`src/rtl/serial_addsub_ctrl_if.sv`:
```
// -----------------------------------------------------------------------------
// serial_addsub_ctrl_if
//   Groups the request and result handshake signals of the bit-serial
//   add/subtract engine.
//
//   Request side : start_valid, start_ready, a_in, b_in, control
//   Result side  : res_valid, res_ready, sum_out, cout_out, ovf_out
//   Status       : busy
//
//   The master modport is the requester/consumer. The slave modport is the engine.
// -----------------------------------------------------------------------------
interface serial_addsub_ctrl_if #(
    parameter int WIDTH = 4
);
    logic             start_valid;
    logic             start_ready;
    logic [WIDTH-1:0] a_in;
    logic [WIDTH-1:0] b_in;
    logic             control;
    logic             busy;
    logic             res_valid;
    logic             res_ready;
    logic [WIDTH-1:0] sum_out;
    logic             cout_out;
    logic             ovf_out;

    modport master (
        output start_valid, a_in, b_in, control, res_ready,
        input  start_ready, busy, res_valid, sum_out, cout_out, ovf_out
    );

    modport slave (
        input  start_valid, a_in, b_in, control, res_ready,
        output start_ready, busy, res_valid, sum_out, cout_out, ovf_out
    );
endinterface

```
`src/rtl/serial_addsub_ctrl.sv`:
```
// -----------------------------------------------------------------------------
// serial_addsub_ctrl
//   Bit-serial add/subtract engine. WIDTH-bit operands are accepted through a
//   valid/ready handshake. They are processed LSB-first through a single
//   full-adder cell, one bit per clock. The sum, the carry-out and the signed
//   overflow are returned through a second valid/ready handshake.
//   control=0 selects A+B. control=1 selects A-B, computed as A + ~B + 1.
//
//   Ports
//     clk    : rising-edge clock
//     rst_n  : asynchronous active-low reset
//     bus    : serial_addsub_ctrl_if.slave
//              (start_valid/start_ready/a_in/b_in/control in,
//               res_valid/res_ready/sum_out/cout_out/ovf_out out, busy)
//
//   FSM: IDLE -> SHIFT (WIDTH cycles) -> DONE (until res_ready) -> IDLE.
//   All outputs are registered.
// -----------------------------------------------------------------------------
module serial_addsub_ctrl #(
    parameter int WIDTH = 4
) (
    input  logic                 clk,
    input  logic                 rst_n,
    serial_addsub_ctrl_if.slave  bus
);
    localparam int CW = (WIDTH > 2) ? $clog2(WIDTH) : 1;

    typedef enum logic [1:0] {
        IDLE  = 2'd0,
        SHIFT = 2'd1,
        DONE  = 2'd2
    } state_t;

    state_t           state_q;
    logic [WIDTH-1:0] a_sh_q;
    logic [WIDTH-1:0] b_sh_q;
    logic [WIDTH-1:0] psum_q;
    logic             carry_q;
    logic             cin_msb_q;
    logic [CW-1:0]    cnt_q;

    logic             start_ready_q;
    logic             busy_q;
    logic             res_valid_q;
    logic [WIDTH-1:0] sum_q;
    logic             cout_q;
    logic             ovf_q;

    // Full-adder cell and shift-path next values
    logic             s_bit;
    logic             carry_d;
    logic             last_shift;
    logic             cin_msb_d;
    logic [WIDTH-1:0] psum_d;

    always_comb begin
        s_bit      = a_sh_q[0] ^ b_sh_q[0] ^ carry_q;
        carry_d    = (a_sh_q[0] & b_sh_q[0]) | (a_sh_q[0] & carry_q) | (b_sh_q[0] & carry_q);
        last_shift = (cnt_q == CW'(WIDTH - 1));
        // The carry entering the MSB is the carry held while the MSB is processed.
        // It is forwarded here so that the overflow can be formed on the same edge.
        cin_msb_d  = last_shift ? carry_q : cin_msb_q;
        psum_d     = {s_bit, psum_q[WIDTH-1:1]};
    end

    always_ff @(posedge clk or negedge rst_n) begin
        if (!rst_n) begin
            state_q       <= IDLE;
            a_sh_q        <= '0;
            b_sh_q        <= '0;
            psum_q        <= '0;
            carry_q       <= 1'b0;
            cin_msb_q     <= 1'b0;
            cnt_q         <= '0;
            start_ready_q <= 1'b1;
            busy_q        <= 1'b0;
            res_valid_q   <= 1'b0;
            sum_q         <= '0;
            cout_q        <= 1'b0;
            ovf_q         <= 1'b0;
        end else begin
            case (state_q)
                IDLE: begin
                    if (bus.start_valid) begin
                        a_sh_q        <= bus.a_in;
                        // Subtract is A + ~B + 1. The +1 enters as the initial carry.
                        b_sh_q        <= bus.b_in ^ {WIDTH{bus.control}};
                        carry_q       <= bus.control;
                        cnt_q         <= '0;
                        state_q       <= SHIFT;
                        start_ready_q <= 1'b0;
                        busy_q        <= 1'b1;
                    end
                end

                SHIFT: begin
                    a_sh_q    <= {1'b0, a_sh_q[WIDTH-1:1]};
                    b_sh_q    <= {1'b0, b_sh_q[WIDTH-1:1]};
                    psum_q    <= psum_d;
                    carry_q   <= carry_d;
                    cin_msb_q <= cin_msb_d;
                    cnt_q     <= cnt_q + 1'b1;
                    if (last_shift) begin
                        state_q     <= DONE;
                        res_valid_q <= 1'b1;
                        sum_q       <= psum_d;
                        cout_q      <= carry_d;
                        ovf_q       <= cin_msb_d ^ carry_d;
                    end
                end

                DONE: begin
                    // Result outputs are held until the consumer accepts them.
                    // IDLE is then re-entered without a same-edge accept.
                    if (bus.res_ready) begin
                        state_q       <= IDLE;
                        res_valid_q   <= 1'b0;
                        busy_q        <= 1'b0;
                        start_ready_q <= 1'b1;
                    end
                end

                default: begin
                    state_q       <= IDLE;
                    res_valid_q   <= 1'b0;
                    busy_q        <= 1'b0;
                    start_ready_q <= 1'b1;
                end
            endcase
        end
    end

    assign bus.start_ready = start_ready_q;
    assign bus.busy        = busy_q;
    assign bus.res_valid   = res_valid_q;
    assign bus.sum_out     = sum_q;
    assign bus.cout_out    = cout_q;
    assign bus.ovf_out     = ovf_q;

endmodule

```
`src/flat_wrapper.sv`:
```
// flat-port wrapper written by rule: the top's interface ports become plain ports
module serial_addsub_ctrl_flat 
#(
    parameter int WIDTH = 4
)
  (clk, rst_n, bus_start_valid, bus_a_in, bus_b_in, bus_control, bus_res_ready, bus_start_ready, bus_busy, bus_res_valid, bus_sum_out, bus_cout_out, bus_ovf_out);
  serial_addsub_ctrl_if #(.WIDTH(WIDTH)) bus_i ();
  input  logic clk;
  input  logic rst_n;
  input wire logic [$bits(bus_i.start_valid)-1:0] bus_start_valid;
  input wire logic [$bits(bus_i.a_in)-1:0] bus_a_in;
  input wire logic [$bits(bus_i.b_in)-1:0] bus_b_in;
  input wire logic [$bits(bus_i.control)-1:0] bus_control;
  input wire logic [$bits(bus_i.res_ready)-1:0] bus_res_ready;
  output wire logic [$bits(bus_i.start_ready)-1:0] bus_start_ready;
  output wire logic [$bits(bus_i.busy)-1:0] bus_busy;
  output wire logic [$bits(bus_i.res_valid)-1:0] bus_res_valid;
  output wire logic [$bits(bus_i.sum_out)-1:0] bus_sum_out;
  output wire logic [$bits(bus_i.cout_out)-1:0] bus_cout_out;
  output wire logic [$bits(bus_i.ovf_out)-1:0] bus_ovf_out;
  assign bus_i.start_valid = bus_start_valid;
  assign bus_i.a_in = bus_a_in;
  assign bus_i.b_in = bus_b_in;
  assign bus_i.control = bus_control;
  assign bus_i.res_ready = bus_res_ready;
  assign bus_start_ready = bus_i.start_ready;
  assign bus_busy = bus_i.busy;
  assign bus_res_valid = bus_i.res_valid;
  assign bus_sum_out = bus_i.sum_out;
  assign bus_cout_out = bus_i.cout_out;
  assign bus_ovf_out = bus_i.ovf_out;
  serial_addsub_ctrl #(.WIDTH(WIDTH)) u_core (.clk(clk), .rst_n(rst_n), .bus(bus_i));
endmodule
```
`config.mk`:
```
export PLATFORM = sky130hd
export DESIGN_NAME = serial_addsub_ctrl_flat
export DESIGN_NICKNAME = d
export VERILOG_FILES = /design/src/rtl/serial_addsub_ctrl_if.sv /design/src/rtl/serial_addsub_ctrl.sv /design/src/flat_wrapper.sv
export SDC_FILE = /design/constraint.sdc
export NUM_CORES = 1
export LEC_CHECK = 0
export ABC_AREA = 1
export BUFFER_PORTS_ARGS = -buffer_cell sky130_fd_sc_hd__buf_2
export CORE_MARGIN = 5
export CORE_UTILIZATION = 45
export CTS_BUF_LIST = sky130_fd_sc_hd__clkbuf_8
export CTS_CLUSTER_DIAMETER = 200
export DETAILED_ROUTE_END_ITERATION = 7
export MAX_ROUTING_LAYER = met4
export PLACE_DENSITY = 0.75
export SYNTH_ARGS = -nofsm -noshare
export SYNTH_HDL_FRONTEND = slang
export SYNTH_SLANG_ARGS = --single-unit
```
`constraint.sdc`:
```
create_clock -name clk -period 1.4 [get_ports clk]
set_clock_uncertainty 0.05 [all_clocks]
set_input_delay 0.14 -clock clk [delete_from_list [all_inputs] [get_ports clk]]
set_output_delay 0.14 -clock clk [all_outputs]
set_load 0.05 [all_outputs]
```
==> results of run 1 <==
## metrics by stage
stage                     instance area, µm²  setup WS, ns  hold WS [ns]
final                                   1460        0.0939        0.0540
after floorplan                         1240        0.0998        -0.206
after global placement                  1390         0.105         0.116
after CTS                               1460        0.0558        0.0561
after global routing                    1460      0.000311        0.0751
after detailed placement                1390        0.0708         0.126
## cells in the mapped netlist
master | instances | area [µm²]
nand3_1 | 9 | 45.0
fa_1 | 1 | 20.0
o21ai_0 | 10 | 50.1
dfstp_2 | 1 | 26.3
nand2_1 | 61 | 229
nor2_4 | 1 | 11.3
dfrtp_1 | 25 | 626
o21ai_2 | 5 | 43.8
xnor2_1 | 1 | 8.76
buf_2 | 1 | 5.00
ha_1 | 1 | 12.5
nor2_1 | 13 | 48.8
buf_6 | 2 | 22.5
nand2_4 | 1 | 11.3
inv_2 | 1 | 3.75
inv_1 | 20 | 75.1
## what timing repair did
action	4_1_cts	5_1_grt
hold buffers	1	0
gates resized for setup	0	1
setup endpoints to repair	0	1
endpoints found under the hold margin	25	0
## how the worst max path moves through the flow
stage | startpoint | end | slack, ns | cells after the start
4_1_cts | u_core.carry_q$_DFFE_PN0P_ | u_core.bus.ovf_out$_DFFE_PN0P_ | 0.06 | 5
6_report | u_core.carry_q$_DFFE_PN0P_ | u_core.bus.ovf_out$_DFFE_PN0P_ | 0.09 | 5
5_1_grt | u_core.state_q[1]$_DFFE_PN0P_ | u_core.bus.sum_out[2]$_DFFE_PN0P_ | 0.0003 | 6
2_1_floorplan | u_core.carry_q$_DFFE_PN0P_ | u_core.bus.ovf_out$_DFFE_PN0P_ | 0.1 | 5
3_5_place_dp | u_core.carry_q$_DFFE_PN0P_ | u_core.bus.ovf_out$_DFFE_PN0P_ | 0.07 | 5
3_3_place_gp | u_core.carry_q$_DFFE_PN0P_ | u_core.bus.ovf_out$_DFFE_PN0P_ | 0.10 | 5
## routing by layer
layer	up-vias	global-route usage	wire length (µm)
met5	-	-	0
met4	0	0.0743	76
met3	6	0.0306	112
met2	20	0.216	1030
met1	463	0.167	1140
li1	520	-	-
## registers in the layout (all words and copies together) (netlist names)
signal                  cells
u_core.carry_q              1
u_core.bus.start_ready      1
u_core.bus.sum_out          4
u_core.a_sh_q               4
u_core.b_sh_q               4
u_core.bus.busy             1
u_core.cnt_q                2
u_core.bus.cout_out         1
u_core.psum_q               3
u_core.bus.res_valid        1
u_core.state_q              2
u_core.cin_msb_q            1
u_core.bus.ovf_out          1
## cell families after synthesis
family,count (synthesis),share of synthesized area
buffers and inverters,24,0.0858
adder cells (fa/ha/maj),2,0.0263
XOR/XNOR,1,0.00707
AND/OR/NAND/NOR,85,0.279
flip-flops,26,0.526
AO/OA/AOI/OAI,15,0.0758
## final cells by class
class | count | area [µm²] | share of cell area
Timing Repair Buffer | 27 | 153 | 0.105
Clock buffer | 4 | 55.1 | 0.0378
Sequential cell | 26 | 652 | 0.447
Multi-Input combinational cell | 103 | 480 | 0.330
Inverter | 21 | 78.8 | 0.0541
Tap cell | 31 | 38.8 | 0.0266
## report_power, final
| group | total (mW) | leakage, nW | internal (mW) | switching [mW] |
|---|---|---|---|---|
| Combinational | 1.84 | 0.462 | 0.585 | 1.26 |
| Clock | 0.488 | 0.0288 | 0.252 | 0.236 |
| Sequential | 1.33 | 0.323 | 1.11 | 0.216 |
| Total | 3.66 | 0.814 | 1.95 | 1.71 |
## critical path, delay by kind of cell, from the launching register on
family / cells / cell delay, ns
adder cells (fa/ha/maj): 1 / 0.46
flip-flops: 1 / 0.41
AND/OR/NAND/NOR: 3 / 0.20
buffers and inverters: 1 / 0.09
==> results by group, run 1 <==
Timing
  – Final Hold Fails: 0
  – Unrepaired setup endpoints after global routing: false
  – Final Max Slew Viols: 0
  – Fmax: 0.766 GHz
  – Final setup violation count: 0
  – Fin crit share: 0.933
  – Period minus WS final: approximately 1.3 ns
  – Sum Neg Setup Slack: 0 ns
  – Worst relative slew slack: 0.612
  – Slew @ Worst Pin: 0.582 ns

Finish
  – Most common cell after layout, fill and taps aside: nand2_1
  – Filler cells: 265
  – Net count, final: 197
  – Most frequent cells in the layout: 61 x nand2_1, 25 x dfrtp_1, 21 x buf_2, 19 x inv_1, 13 x nor2_1
  – Final Core Density: 0.543
  – Post-route insts no fill: between 200 and 250
  – ANT cells: 0
  – Layout area overhead: 17.7%
  – Proportion of layout cells with a drive suffix above 1: 0.221

Detailed routing
  – Pre-antenna DRT Iters: 4
  – ANT nets after route: 0
  – 1st-iter DRT viols: a little under 50
  – Drt wl/cell: 11.1 µm
  – Drt total wl: 2.36 mm
  – Vias: 1009
  – Remaining DRCs: 0
  – Vias per cell: ~4.8

Placement
  – DP Cell Count: 207
  – I/O Buffers: 21
  – DP HPWL: 1.72 mm
  – Gpl congestion: 0.812

Die
  – Cell Rows: 19
  – Core area: approximately 2700 µm²
  – Boundary Pins: 22
  – Starting Density: 0.461
  – Die Ht: around 62 µm
  – Die ar.: 3900 µm²
  – Die width: between 60 and 70 µm

Min path
  – Hold path depth: 3
  – Worst hold start: bus_a_in[3]
  – Hold EP: u_core.a_sh_q[3]$_DFFE_PN0P_
  – Hold/Removal Path Class: in -> reg

Worst setup path
  – Worst Path Arrival: between 1 and 1.5 ns
  – Crit-path max FO: 3
  – Worst path slowest cell: fa_1
  – Critical path class: reg -> reg
  – RR Startpoint: u_core.carry_q$_DFFE_PN0P_
  – Critical path's largest stage delay: 0.46 ns
  – Critical Path Most Common Cell: nand3_1
  – CP cell instances: fa_1 > inv_2 > nand3_1 > nand3_1 > nand2_1
  – R2R depth: 5
  – CP endpoint kind: flop
  – Worst reg2reg setup slack: approximately 0.094 ns
  – Crit start category: flop
  – Reg-to-reg endpoint: u_core.bus.ovf_out$_DFFE_PN0P_
  – Req. time, crit path: 1.52 ns

Clock tree
  – CTS H-Tree Depth: 1
  – Clock-pin slew on the worst setup and hold paths: approximately 0.090 ns
  – Post-CTS Setup Bufs: 0
  – Root buffer cell: clkbuf_8
  – Clock sink count: 26
  – Clock latency on the worst-skew pair: 0.27 ns
  – Clock Path Buffers: 2
  – CTS tree: yes
  – Cts bufs inserted: 3

Pwr
  – Overall Power: 3.66 mW
  – Cell area power density: between 2000 and 3000 nW/µm²
  – P_leak: 0.814 nW
  – Max VDD drop: about 1600 µV

Global route
  – GRT Total Usage: 0.139
  – Vias in the first global route: 1015
  – Largest net degree at the start of global routing: 27
  – Grt ovf: 0
  – Antenna violations before repair: 0
  – Global-route wire length before repair: 4.29 mm

Synthesis
  – Syn avg cell area: 8.10 µm²
  – Mapped Area: 1240 µm²
  – Syn nets: 168
  – Cells after Synth: ~150
  – Netlist cell types: 16
  – Sequential share of the synthesized area: 0.526
  – Seq cells post-synth: 26
  – YS warnings: 0

Run status
  – Status: finished clean

Job
  – Count of max-cap constraint violations: 0
(Power assumes the default switching activity.)
==> run 2: changes to the inputs <==
==> constraint.sdc (replaced) <==
create_clock -name clk -period 1.4 [get_ports clk]
set_clock_uncertainty 0.05 [all_clocks]
set_input_delay 0.07 -clock clk [delete_from_list [all_inputs] [get_ports clk]]
set_output_delay 0.07 -clock clk [all_outputs]
set_load 0.05 [all_outputs]
==> run 2 against run 1 <==
Final cell count grew 0.47%. Via count grew 0.40%. Global-route usage is essentially flat. Sequential share of layout area shrank 0.31 points. Clock power is essentially flat.
==> results by group, run 2 (same netlist as run 1, synthesis figures left out) <==
Die
  – Boundary Pins: 22
  – Starting Density: 0.461
  – Die ar.: 3900 µm²
  – Cell Rows: 19
  – Core area: between 2000 and 3000 µm²
  – Die Ht: 62.5 µm
  – Die width: 62.5 µm

Finish
  – Filler cells: around 260
  – Layout area overhead: 18.5%
  – Net count, final: around 200
  – ANT cells: 0
  – Proportion of layout cells with a drive suffix above 1: 0.220
  – Most common cell after layout, fill and taps aside: nand2_1
  – Most frequent cells in the layout: 61 x nand2_1, 25 x dfrtp_1, 21 x buf_2, 19 x inv_1, 13 x nor2_1

Clock tree
  – Root buffer cell: clkbuf_8
  – CTS tree: yes
  – Clock latency on the worst-skew pair: 0.27 ns
  – Cts bufs inserted: 3
  – Clock-pin slew on the worst setup and hold paths: 0.09 ns
  – CTS H-Tree Depth: 1
  – Clock sink count: 26
  – Clock Path Buffers: 2

Timing
  – Final Max Slew Viols: 0
  – Final Hold Fails: 0
  – Worst relative slew slack: 0.613
  – Sum Neg Setup Slack: 0 ns
  – Period minus WS final: 1.31 ns
  – Unrepaired setup endpoints after global routing: false
  – Min Hold Slack: roughly 0.015 ns
  – Final setup violation count: 0
  – Fmax: 0.766 GHz
  – Slew @ Worst Pin: 0.580 ns
  – Fin crit share: 0.933

Pwr
  – P_leak: 0.818 nW
  – Cell area power density: 2500 nW/µm²
  – Max VDD drop: 1560 µV

Detailed routing
  – Remaining DRCs: 0
  – 1st-iter DRT viols: 65
  – Pre-antenna DRT Iters: 4
  – Drt wl/cell: 11.1 µm
  – Vias per cell: between 4 and 5
  – Drt total wl: 2.37 mm
  – Vias: 1013
  – ANT nets after route: 0

Global route
  – Global-route wire length before repair: 4.31 mm
  – GR Util met2: 0.216
  – Met3 usage: 0.0306
  – Busiest grt layer: met2
  – Met1 GRT Util: 0.168
  – GRT Total Usage: 0.139
  – Antenna violations before repair: 0
  – Grt ovf: 0
  – Vias in the first global route: 1014
  – Largest net degree at the start of global routing: 27

Worst setup path
  – CP startpoint: u_core.carry_q$_DFFE_PN0P_
  – Crit-path max FO: 3
  – Crit start category: flop
  – R2R depth: 5
  – RR Startpoint: u_core.carry_q$_DFFE_PN0P_
  – Worst reg2reg setup slack: 0.09 ns
  – Critical Path Most Common Cell: nand3_1
  – CP endpoint kind: flop
  – CP cell instances: fa_1 > inv_2 > nand3_1 > nand3_1 > nand2_1
  – Critical path class: reg -> reg
  – CP delay by family, top: adder cells
  – CP Buf/Inv Count: 1
  – Worst path slowest cell: fa_1
  – Reg-to-reg endpoint: u_core.bus.ovf_out$_DFFE_PN0P_
  – Worst Path Arrival: approximately 1.4 ns
  – Req. time, crit path: between 1.5 and 2 ns
  – Critical path's largest stage delay: 0.46 ns
  – Critical Path Stages: 5
  – Setup crit end: u_core.bus.ovf_out$_DFFE_PN0P_

Min path
  – Worst hold start: bus_a_in[1]
  – Hold/Removal Path Class: in -> reg

Placement
  – Gpl congestion: 0.812
  – DP HPWL: 1.72 mm
  – I/O Buffers: 21

Run status
  – Status: finished clean

Job
  – Count of max-cap constraint violations: 0
## run 2: report_power, final
part / switching [mW] / total (mW) / internal (mW)
Combinational: 1.26 / 1.85 / 0.586
Clock: 0.236 / 0.488 / 0.252
Sequential: 0.215 / 1.33 / 1.11
Total: 1.71 / 3.66 / 1.95
## run 2: per-layer routing
layer	up-vias	wire length [µm]
met5	-	0
met4	0	76
met3	6	115
met2	22	1050
met1	462	1130
li1	523	-
## run 2: metrics by stage
stage | power (mW) | cells | setup WS [ns] | instance area, µm² | util
2_1_floorplan | 2.74 | 153 | 0.0998 | 1240 | -
4_1_cts | 3.69 | 213 | 0.0558 | 1470 | 0.546
3_3_place_gp | 3.13 | 207 | 0.105 | 1390 | 0.518
3_5_place_dp | 3.19 | 207 | 0.0708 | 1390 | 0.518
5_1_grt | 4.01 | 213 | 0.000311 | 1470 | 0.546
6_report | 3.66 | 213 | 0.0940 | 1470 | 0.546
## run 2: final cells by class
| cell class | instances | area, µm² | area share |
|---|---|---|---|
| well taps | 31 | 38.8 | 0.0264 |
| flip-flops and latches | 26 | 652 | 0.444 |
| inverters | 21 | 78.8 | 0.0537 |
| clock buffers | 4 | 55.1 | 0.0375 |
| repair buffers | 28 | 163 | 0.111 |
| multi-input cells | 103 | 480 | 0.327 |
## run 2: how the worst min path moves through the flow
stage / slack [ns] / end / depth (start not counted)
after global placement: 0.05 / u_core.bus.sum_out[0]$_DFFE_PN0P_ / 1
after detailed placement: 0.06 / u_core.bus.sum_out[0]$_DFFE_PN0P_ / 1
after global routing: 0.05 / u_core.a_sh_q[1]$_DFFE_PN0P_ / 5
final: 0.01 / u_core.a_sh_q[1]$_DFFE_PN0P_ / 5
after CTS: 0.02 / u_core.a_sh_q[1]$_DFFE_PN0P_ / 5
after floorplan: -0.28 / u_core.a_sh_q[0]$_DFFE_PN0P_ / 0
## run 2: worst min-delay path, cell delays in order
cell     delay, ns
buf_2         0.07
inv_1         0.03
nand2_1       0.05
nand2_1       0.05
nand2_1       0.04
## run 2: repair_timing
action | CTS | global route
buffers inserted | 0 | 0
endpoints found under the hold margin | 26 | 0
endpoints found under the setup margin | 0 | 1
gates resized for setup | 0 | 1
hold buffers | 2 | 0
==> run 3: changes to the inputs <==
--- a/config.mk
+++ b/config.mk
@@ -7,13 +7,14 @@
 export LEC_CHECK = 0
 export ABC_AREA = 1
 export BUFFER_PORTS_ARGS = -buffer_cell sky130_fd_sc_hd__buf_2
+export CAP_MARGIN = 20
 export CORE_MARGIN = 5
-export CORE_UTILIZATION = 45
+export CORE_UTILIZATION = 30
 export CTS_BUF_LIST = sky130_fd_sc_hd__clkbuf_8
 export CTS_CLUSTER_DIAMETER = 200
 export DETAILED_ROUTE_END_ITERATION = 7
 export MAX_ROUTING_LAYER = met4
-export PLACE_DENSITY = 0.75
+export PLACE_DENSITY = 0.57
 export SYNTH_ARGS = -nofsm -noshare
 export SYNTH_HDL_FRONTEND = slang
 export SYNTH_SLANG_ARGS = --single-unit
==> run 3 against run 2 <==
Sequential share of layout area down 1.5 points. Critical path type unchanged. Combinational power about the same. Largest cell class unchanged. Non-clock buffer count unchanged.
==> results by group, run 3 (same netlist as run 1, synthesis figures left out) <==
Global route
  – Vias in the first global route: 922
  – Global-route wire length before repair: 3.98 mm
  – Grt ovf: 0
  – Antenna violations before repair: 0
  – GRT Total Usage: 0.0964
  – Largest net degree at the start of global routing: 27

Die
  – Die Ht: 74.3 µm
  – Die width: 74.3 µm
  – Boundary Pins: 22
  – Cell Rows: 23
  – Die ar.: 5510 µm²
  – Core area: 4000 µm²
  – Starting Density: 0.310

Placement
  – Placed Area: 1430 µm²
  – I/O Buffers: 21
  – Gpl congestion: 0.756
  – DP HPWL: 1.68 mm
  – Place WS: approximately 0.07 ns

Timing
  – Final Hold Fails: 0
  – Final setup violation count: 0
  – Slew @ Worst Pin: about 0.57 ns
  – Final Max Slew Viols: 0
  – Unrepaired setup endpoints after global routing: false
  – Fin crit share: 0.936
  – Period minus WS final: about 1.3 ns
  – Sum Neg Setup Slack: 0 ns
  – Fmax: 0.763 GHz
  – Min Hold Slack: slightly below 0.02 ns
  – Worst relative slew slack: 0.618
  – Setup ws final: 0.0897 ns

Clock tree
  – Clock-pin slew on the worst setup and hold paths: 0.09 ns
  – Root buffer cell: clkbuf_8
  – Cts bufs inserted: 3
  – Clock latency on the worst-skew pair: 0.27 ns
  – Clock sink count: 26
  – CTS H-Tree Depth: 1
  – Post-CTS Setup Bufs: 0
  – Clock Path Buffers: 2
  – CTS tree: yes

Detailed routing
  – Vias per cell: 4.26
  – ANT nets after route: 0
  – Remaining DRCs: 0
  – Drt wl/cell: about 9.9 µm
  – Vias: roughly 1000
  – Pre-antenna DRT Iters: 4
  – 1st-iter DRT viols: 28
  – Drt total wl: 2.31 mm

Finish
  – Net count, final: 198
  – Most common cell after layout, fill and taps aside: nand2_1
  – Final Core Density: 0.380
  – Proportion of layout cells with a drive suffix above 1: 0.220
  – Most frequent cells in the layout: 61 x nand2_1, 25 x dfrtp_1, 21 x buf_2, 19 x inv_1, 13 x nor2_1
  – Final Cell Area: 1520 µm²
  – Layout area overhead: 22.7%
  – ANT cells: 0

Worst setup path
  – Worst path slowest cell: fa_1
  – Worst Path Arrival: 1.43 ns
  – Crit-path max FO: 3
  – Crit start category: flop
  – Critical Path Most Common Cell: nand3_1
  – CP delay by family, top: adder cells
  – Critical path's largest stage delay: 0.46 ns
  – CP cell instances: fa_1 > inv_2 > nand3_1 > nand3_1 > nand2_1
  – CP endpoint kind: flop
  – CP Buf/Inv Count: 1
  – Req. time, crit path: 1.52 ns
  – Worst reg2reg setup slack: 0.09 ns
  – Critical path class: reg -> reg

Pwr
  – Max VDD drop: just over 800 µV
  – Cell area power density: 2510 nW/µm²
  – P_leak: 0.828 nW

Run status
  – Status: finished clean

Job
  – Count of max-cap constraint violations: 0

Min path
  – Hold/Removal Path Class: in -> reg
run 3: cell types whose count changed in the layout (fill, tap and decap cells not counted), sizes merged:
cell / previous run / this run
clkbuf: 4 / 3
bufinv: 0 / 1
run 3: power breakdown:
part,internal [mW],leakage (nW),total [mW],switching (mW)
clock,0.382,0.0357,0.612,0.230
combinational,0.626,0.470,1.88,1.25
sequential,1.11,0.323,1.32,0.209
total,2.12,0.828,3.81,1.69
run 3: layer usage:
metal,global-route usage,share of wire,wire [µm],vias up
met4,0.0237,0.0069,16,0
met2,0.157,0.47,1090,18
met1,0.115,0.46,1070,444
met5,-,0,0,-
li1,-,-,-,523
met3,0.0324,0.055,128,4
run 3: path summary, 6_finish.rpt:
kind,from,end,depth (start not counted)
max in group asynchronous,rst_n,u_core.bus.start_ready$_DFFE_PN1P_,2
min,bus_a_in[0],u_core.a_sh_q[0]$_DFFE_PN0P_,5
max reg2reg,u_core.carry_q$_DFFE_PN0P_,u_core.bus.ovf_out$_DFFE_PN0P_,5
min in group asynchronous,rst_n,u_core.bus.sum_out[0]$_DFFE_PN0P_,2
max,u_core.carry_q$_DFFE_PN0P_,u_core.bus.ovf_out$_DFFE_PN0P_,5
min reg2reg,u_core.bus.start_ready$_DFFE_PN1P_,u_core.bus.start_ready$_DFFE_PN1P_,2
run 3: what timing repair did:
item,CTS,global route
gates resized for setup,0,1
hold buffers,2,0
setup endpoints to repair,0,1
hold endpoints to repair,26,0
run 3: metrics by stage:
| stage | power [mW] | std cells |
|---|---|---|
| 2_1_floorplan | 2.74 | 153 |
| 3_3_place_gp | 3.22 | 226 |
| 3_5_place_dp | 3.24 | 226 |
| 4_1_cts | 3.87 | 232 |
| 5_1_grt | 4.15 | 232 |
| 6_report | 3.81 | 232 |
run 3: worst reg2reg max path, delay by kind of cell, from the launching register on:
family / cells / cell delay (ns)
buffers and inverters: 1 / 0.09
and+or+nand+nor: 3 / 0.20
DFF: 1 / 0.41
adders and majority gates: 1 / 0.46
run 3: area by class of cell:
type                    count  area [µm²]
repair buffers             28         175
inverters                  21        78.8
well taps                  50        62.6
flip-flops and latches     26         652
fillers                   418        2480
clock inverters             1        30.0
multi-input cells         103         480
clock buffers               3        41.3
